### src/rtl/reg_file.sv
// rtl/reg_file.sv - four-slot credential store with per-slot valid flag
// Save/delete commit on the clock edge; the read port is purely combinational.
module reg_file #(
  parameter int DATA_WIDTH = 16,
  parameter int ADDR_WIDTH = 2
) (
  input  logic                  clk,
  input  logic                  reset,
  input  logic [DATA_WIDTH-1:0] data_in,
  input  logic                  save,
  input  logic [ADDR_WIDTH-1:0] save_addr,
  input  logic                  delete,
  input  logic [ADDR_WIDTH-1:0] del_addr,
  input  logic [ADDR_WIDTH-1:0] read_addr,
  output logic [DATA_WIDTH:0]   data_out
);

  localparam int DEPTH = 2 ** ADDR_WIDTH;

  logic [DATA_WIDTH-1:0] data_q  [DEPTH];
  logic [DATA_WIDTH-1:0] data_d  [DEPTH];
  logic                  valid_q [DEPTH];
  logic                  valid_d [DEPTH];

  // Delete is evaluated after save so it wins when both target one slot.
  always_comb begin
    for (int i = 0; i < DEPTH; i++) begin
      data_d[i]  = data_q[i];
      valid_d[i] = valid_q[i];
      if (save && (save_addr == ADDR_WIDTH'(i))) begin
        data_d[i]  = data_in;
        valid_d[i] = 1'b1;
      end
      if (delete && (del_addr == ADDR_WIDTH'(i))) begin
        data_d[i]  = '0;
        valid_d[i] = 1'b0;
      end
    end
  end

  always_ff @(posedge clk) begin
    if (reset) begin
      for (int i = 0; i < DEPTH; i++) begin
        data_q[i]  <= '0;
        valid_q[i] <= 1'b0;
      end
    end else begin
      for (int i = 0; i < DEPTH; i++) begin
        data_q[i]  <= data_d[i];
        valid_q[i] <= valid_d[i];
      end
    end
  end

  assign data_out = {valid_q[read_addr], data_q[read_addr]};

endmodule

### config.mk
export PLATFORM = sky130hd
export DESIGN_NAME = reg_file
export DESIGN_NICKNAME = d
export VERILOG_FILES = /design/src/rtl/reg_file.sv
export SDC_FILE = /design/constraint.sdc
export NUM_CORES = 1
export LEC_CHECK = 0
export CORE_MARGIN = 10
export CORE_UTILIZATION = 45
export DETAILED_ROUTE_END_ITERATION = 12
export GPL_ROUTABILITY_DRIVEN = 0
export GPL_TIMING_DRIVEN = 0
export PLACE_DENSITY = 0.66
export REMOVE_ABC_BUFFERS = 1
export SKIP_LAST_GASP = 1
export SLEW_MARGIN = 20
export SYNTH_ARGS = -nofsm -noshare
export SYNTH_HDL_FRONTEND = slang
export SYNTH_SLANG_ARGS = --single-unit
### constraint.sdc
create_clock -name clk -period 2.2 [get_ports clk]
set_input_delay 0.33 -clock clk [delete_from_list [all_inputs] [get_ports clk]]
set_output_delay 0.33 -clock clk [all_outputs]
set_load 0.01 [all_outputs]
==> impl_metrics.yaml, run 1 <==
place:
  portBuffers: 42
  dpl.hpwl_mm: 4.29
  post_dp_cell_area_sq_um: 3650
global_route:
  grt.overflow.total: 0
  antenna_found_initial: 0
  grt_start_max_net_pins: 19
  grt_pass1_wl_mm: 11.4
  grtUsageTotal: 0.137
  grt_pass1_vias: 2152
yosys:
  ys_ff_latch: 68
  synth_flop_cell: "edfxtp_1"
  synth_top_area_cell: "edfxtp_1"
  synth_cell_types: 19
  synth.top_cells.by_area: "edfxtp_1 64%, nor3b_1 13%, mux4_2 12%, nor3b_2 3.9%, a311o_1 1.3%"
  synth.most_common_cell: "edfxtp_1"
  async_flop_share: 0
  ys_warn_count: 0
  yosysSeqAreaShare: 0.639
  netlist.area_leader.share: 0.639
  synth_area_per_cell_sq_um: 17.2
  syn_area_sq_um: 3200
  synth-edff-count: 68
  synthCells: 186
  ys_top_cells_by_count: "68 x edfxtp_1, 55 x nor3b_1, 17 x mux4_2"
worst_setup_path:
  cp_max_fo: 17
  critPathLaunchType: "input port"
  crit_path_end_kind: "flop"
  crit_required_ns: 2.36
  arrival_ns: 2.27
  worstSetupPathType: "in -> reg"
  critPathLaunch: "save"
sta:
  max_freq_mhz: 473
  tightest_slew_ns: 0.972
  slew_viol_final: 0
  finalCritPeriodShare: 0.960
  hold_viol: 0
  timing.slew.headroom: 0.352
  finalSetupTns_ns: 0
  setup_viol: 0
  period_needed_ns: 2.11
drt:
  dr.pass1.iters: 4
  wl_met3_microns: 454
  topRoutingLayerUsed: "met4"
  wl_met2_mm: 3.93
  vias: 1898
  drc: 0
  vias_per_cell: 5.88
  wl_mm: 7.30
  wl_per_cell_microns: 22.6
  drtIter0Drc: 151
  antenna_left: 0
  wl_met1_mm: 2.87
floorplan:
  pin_count: 43
  core_sq_um: 6830
  num_rows: 30
  dieWidth_microns: 104
  dieArea_sq_um: 10900
  die_h_microns: 104
  initial_core_util: 0.468
clock_tree:
  clk_pin_slew_worst_paths_ns: 0.07
  cts_buffer_depth: 2
  ctsHoldBuffers: 0
  cts_sinks: 68
  clockRootBuffer: "clkbuf_8"
  cts_tree: "yes"
  htree_levels: 3
  cts_buffers: 9
status:
  outcome: "finished clean"
pwr:
  internal_power_mw: 2.26
  power_density_nw_per_um2: 755
  power_frac_clock: 0.332
  p_sw_mw: 0.656
  p_sw_frac: 0.225
  peakVddDrop_mv: 0.300
  power_mw: 2.91
  seq_power_share: 0.537
  power_frac_comb: 0.131
  leakagePower_nw: 1.22
finish:
  drive_above_1_share: 0.229
  diodes: 0
  area_delta_synth_final_pct: 20.7
  layout.nets: 248
  design_area_sq_um: 3860
min_path:
  min_path_type: "in -> reg"
  hold_depth: 2
  worstHoldEndpoint: "data_q[3][13]$_SDFFCE_PP0P_"
  min_from: "data_in[13]"
run:
  drv_cap: 0
==> repair_timing <==
item | CTS | global route
pin swaps | 0 | 1
setup buffers | 0 | 1
hold endpoints to repair | 0 | 0
setup endpoints to repair | 85 | 25
resized for setup | 11 | 2
==> layout by cell type, fill, tap and decap left out, drive strengths merged <==
| cell type | Yosys | layout |
|---|---|---|
| a311o | 4 | 4 |
| and3b | 2 | 2 |
| buf | 8 | 3 |
| and3 | 1 | 1 |
| mux4 | 17 | 17 |
| clkdlybuf4s15 | 0 | 1 |
| bufinv | 0 | 1 |
| nor2 | 4 | 4 |
| clkinv | 0 | 5 |
| inv | 2 | 2 |
| nor3b | 65 | 65 |
| nand4b | 1 | 1 |
| edfxtp | 68 | 68 |
| or4b | 1 | 1 |
| nand4bb | 2 | 2 |
| clkbuf | 11 | 10 |
| clkdlybuf4s50 | 0 | 40 |
==> registers in the layout (all words and copies together), names as in the netlist <==
register	cells
data_q	64
valid_q	4
==> logic make-up (layout without fill, tap and decap cells) <==
group,Yosys count,in the layout,share of synthesized area
AND/OR/NAND/NOR,76,76,0.193
flip-flops,68,68,0.639
buffers and inverters,21,62,0.0356
multiplexers,17,17,0.120
AO/OA/AOI/OAI,4,4,0.0125
==> stage by stage <==
| stage | std cells | hold WS (ns) | setup slack, ns | util |
|---|---|---|---|---|
| after global routing | 323 | 0.743 | -0.0171 | 0.565 |
| after global placement | 305 | 1.08 | -1.32 | 0.532 |
| final | 323 | 0.742 | 0.0873 | 0.565 |
| after CTS | 322 | 0.728 | 0.0678 | 0.562 |
| after detailed placement | 306 | 1.10 | -0.837 | 0.534 |
| after floorplan | 167 | 0.569 | 0.0479 | - |
==> power by group through the flow <==
| stage | sequential (mW) | clock [mW] | combinational, mW |
|---|---|---|---|
| 2_1_floorplan | 1.58 | 0 | 0.175 |
| 3_3_place_gp | 1.59 | 0 | 0.374 |
| 3_5_place_dp | 1.60 | 0 | 0.382 |
| 4_1_cts | 1.57 | 0.972 | 0.385 |
| 5_1_grt | 1.57 | 1.02 | 0.406 |
| 6_report | 1.56 | 0.967 | 0.380 |
==> worst max-delay path, cell delays in order <==
cell and delay [ns]:
clkdlybuf4s50_1 0.65, or4b_1 0.92, nor3b_1 0.36
==> per-layer routing <==
metal,vias up,track usage
met5,-,0
met4,0,0.0746
met3,6,0.0434
met2,76,0.222
met1,995,0.158
li1,821,-
==> how the worst max path moves through the flow <==
stage	to	slack, ns	cells after the start
final	data_q[0][1]$_SDFFCE_PP0P_	0.09	3
after global routing	data_q[0][3]$_SDFFCE_PP0P_	-0.02	3
after detailed placement	data_q[1][9]$_SDFFCE_PP0P_	-0.84	3
after global placement	data_q[0][12]$_SDFFCE_PP0P_	-1.32	3
after floorplan	data_q[0][0]$_SDFFCE_PP0P_	0.05	2
after CTS	data_q[1][9]$_SDFFCE_PP0P_	0.07	3
==> cell type report <==
class                           instances  area, sq um
Fill cell                             565         2970
Sequential cell                        68         2040
Multi-Input combinational cell         97         1070
Timing Repair Buffer                   44          442
Clock buffer                           10          128
Tap cell                               96          120
Clock inverter                          6         55.1
Inverter                                2         7.51
(Power assumes the default switching activity.)
==> inputs of run 2 (changes only) <==
--- a/config.mk
+++ b/config.mk
@@ -7,10 +7,12 @@
 export LEC_CHECK = 0
 export CORE_MARGIN = 10
 export CORE_UTILIZATION = 45
+export CTS_CLUSTER_SIZE = 14
 export DETAILED_ROUTE_END_ITERATION = 12
 export GPL_ROUTABILITY_DRIVEN = 0
 export GPL_TIMING_DRIVEN = 0
 export PLACE_DENSITY = 0.66
+export RECOVER_POWER = 25
 export REMOVE_ABC_BUFFERS = 1
 export SKIP_LAST_GASP = 1
 export SLEW_MARGIN = 20
==> impl_metrics.yaml, run 2 (synthesis results as in run 1) <==
status:
  outcome: "finished clean"
drt:
  wl_per_cell_microns: 22.6
  wl_mm: 7.30
  drc: 0
  vias_per_cell: 5.88
  vias: 1898
  dr.pass1.iters: 4
  antenna_left: 0
  drtIter0Drc: 151
finish:
  fillCellCount: 565
  largest_registers: "data_q: 64 flops, valid_q: 4 flops"
  final_common_cell: "edfxtp_1"
  final_cell_mix: "68 x edfxtp_1, 55 x nor3b_1, 40 x clkdlybuf4s50_1"
  area_delta_synth_final_pct: 20.7
  diodes: 0
  final_cells: 323
  layout.nets: 248
  regArea_sq_um: 2040
  top_register: "data_q"
  largest_reg_flops: 64
  drive_above_1_share: 0.229
  multi_input_area_sq_um: 1070
sta:
  timing.slew.headroom: 0.352
  hold_slack_ns: 0.742
  slew_viol_final: 0
  max_freq_mhz: 473
  period_needed_ns: 2.11
  tightest_slew_ns: 0.972
  setup_viol: 0
  finalCritPeriodShare: 0.960
  hold_viol: 0
worst_setup_path:
  critPathLaunchType: "input port"
  crit_path_end_kind: "flop"
  arrival_ns: 2.27
  crit_required_ns: 2.36
  worstSetupPathType: "in -> reg"
  cp_max_fo: 17
pwr:
  power_mw: 2.91
  peakVddDrop_mv: 0.300
  power_density_nw_per_um2: 755
  leakagePower_nw: 1.22
global_route:
  grt_pass1_vias: 2152
  grt.overflow.total: 0
  grt_start_max_net_pins: 19
  grt_pass1_wl_mm: 11.4
  antenna_found_initial: 0
  grtUsageTotal: 0.137
clock_tree:
  ctsHoldBuffers: 0
  cts_buffers: 9
  htree_levels: 3
  clk_pin_slew_worst_paths_ns: 0.07
  clockRootBuffer: "clkbuf_8"
  cts_sinks: 68
  cts_tree: "yes"
  cts_buffer_depth: 2
min_path:
  min_from: "data_in[13]"
  hold_depth: 2
  min_path_type: "in -> reg"
  worstHoldEndpoint: "data_q[3][13]$_SDFFCE_PP0P_"
place:
  place_inst: 306
  portBuffers: 42
  dpl.hpwl_mm: 4.29
floorplan:
  dieWidth_microns: 104
  pin_count: 43
  die_h_microns: 104
  num_rows: 30
  core_sq_um: 6830
  dieArea_sq_um: 10900
  initial_core_util: 0.468
run:
  drv_cap: 0
-- run 2: cell counts in the layout (fill, tap and decap cells not counted) --
No cell type changed its count.
-- run 2: area by class of cell --
| cell class | instances | share of cell area |
|---|---|---|
| flip-flops and latches | 68 | 0.529 |
| multi-input cells | 97 | 0.276 |
| inverters | 2 | 0.00194 |
| clock buffers | 10 | 0.0331 |
| repair buffers | 44 | 0.114 |
| well taps | 96 | 0.0311 |
| clock inverters | 6 | 0.0143 |
-- run 2: metal layers --
layer / share of wire / global-route usage
met3: 0.062 / 0.0434
met1: 0.39 / 0.158
met2: 0.54 / 0.222
met5: 0 / 0
met4: 0.0068 / 0.0746
-- run 2: metrics by stage --
step / util / TNS [ns] / setup slack (ns) / instance area [sq um]
2_1_floorplan: - / 0 / 0.0479 / 3090
3_3_place_gp: 0.532 / -85.49 / -1.32 / 3630
3_5_place_dp: 0.534 / -70.25 / -0.837 / 3650
4_1_cts: 0.562 / 0 / 0.0678 / 3840
5_1_grt: 0.565 / -0.0374 / -0.0171 / 3860
6_report: 0.565 / 0 / 0.0873 / 3860
-- run 2: critical path: stages --
cell and delay [ns]:
clkdlybuf4s50_1 0.65, or4b_1 0.92, nor3b_1 0.36
-- run 2: worst max path at each step --
| stage | start | slack, ns | end | cells after the start |
|---|---|---|---|---|
| finish | save | 0.09 | data_q[0][1]$_SDFFCE_PP0P_ | 3 |
| global route | save | -0.02 | data_q[0][3]$_SDFFCE_PP0P_ | 3 |
| CTS | save_addr[1] | 0.07 | data_q[1][9]$_SDFFCE_PP0P_ | 3 |
| detailed placement | del_addr[0] | -0.84 | data_q[1][9]$_SDFFCE_PP0P_ | 3 |
| global placement | delete | -1.32 | data_q[0][12]$_SDFFCE_PP0P_ | 3 |
| floorplan | del_addr[0] | 0.05 | data_q[0][0]$_SDFFCE_PP0P_ | 2 |
-- run 2: timing repair --
item,CTS,global route
pin swaps,0,1
hold endpoints to repair,0,0
setup buffers,0,1
endpoints found under the setup margin,85,25
gates resized for setup,11,2
-- run 2: where the power goes --
| part | switching [mW] | total, mW | internal, mW |
|---|---|---|---|
| Clock | 0.455 | 0.967 | 0.512 |
| Sequential | 0.0263 | 1.56 | 1.54 |
| Combinational | 0.175 | 0.380 | 0.206 |
| Total | 0.656 | 2.91 | 2.26 |
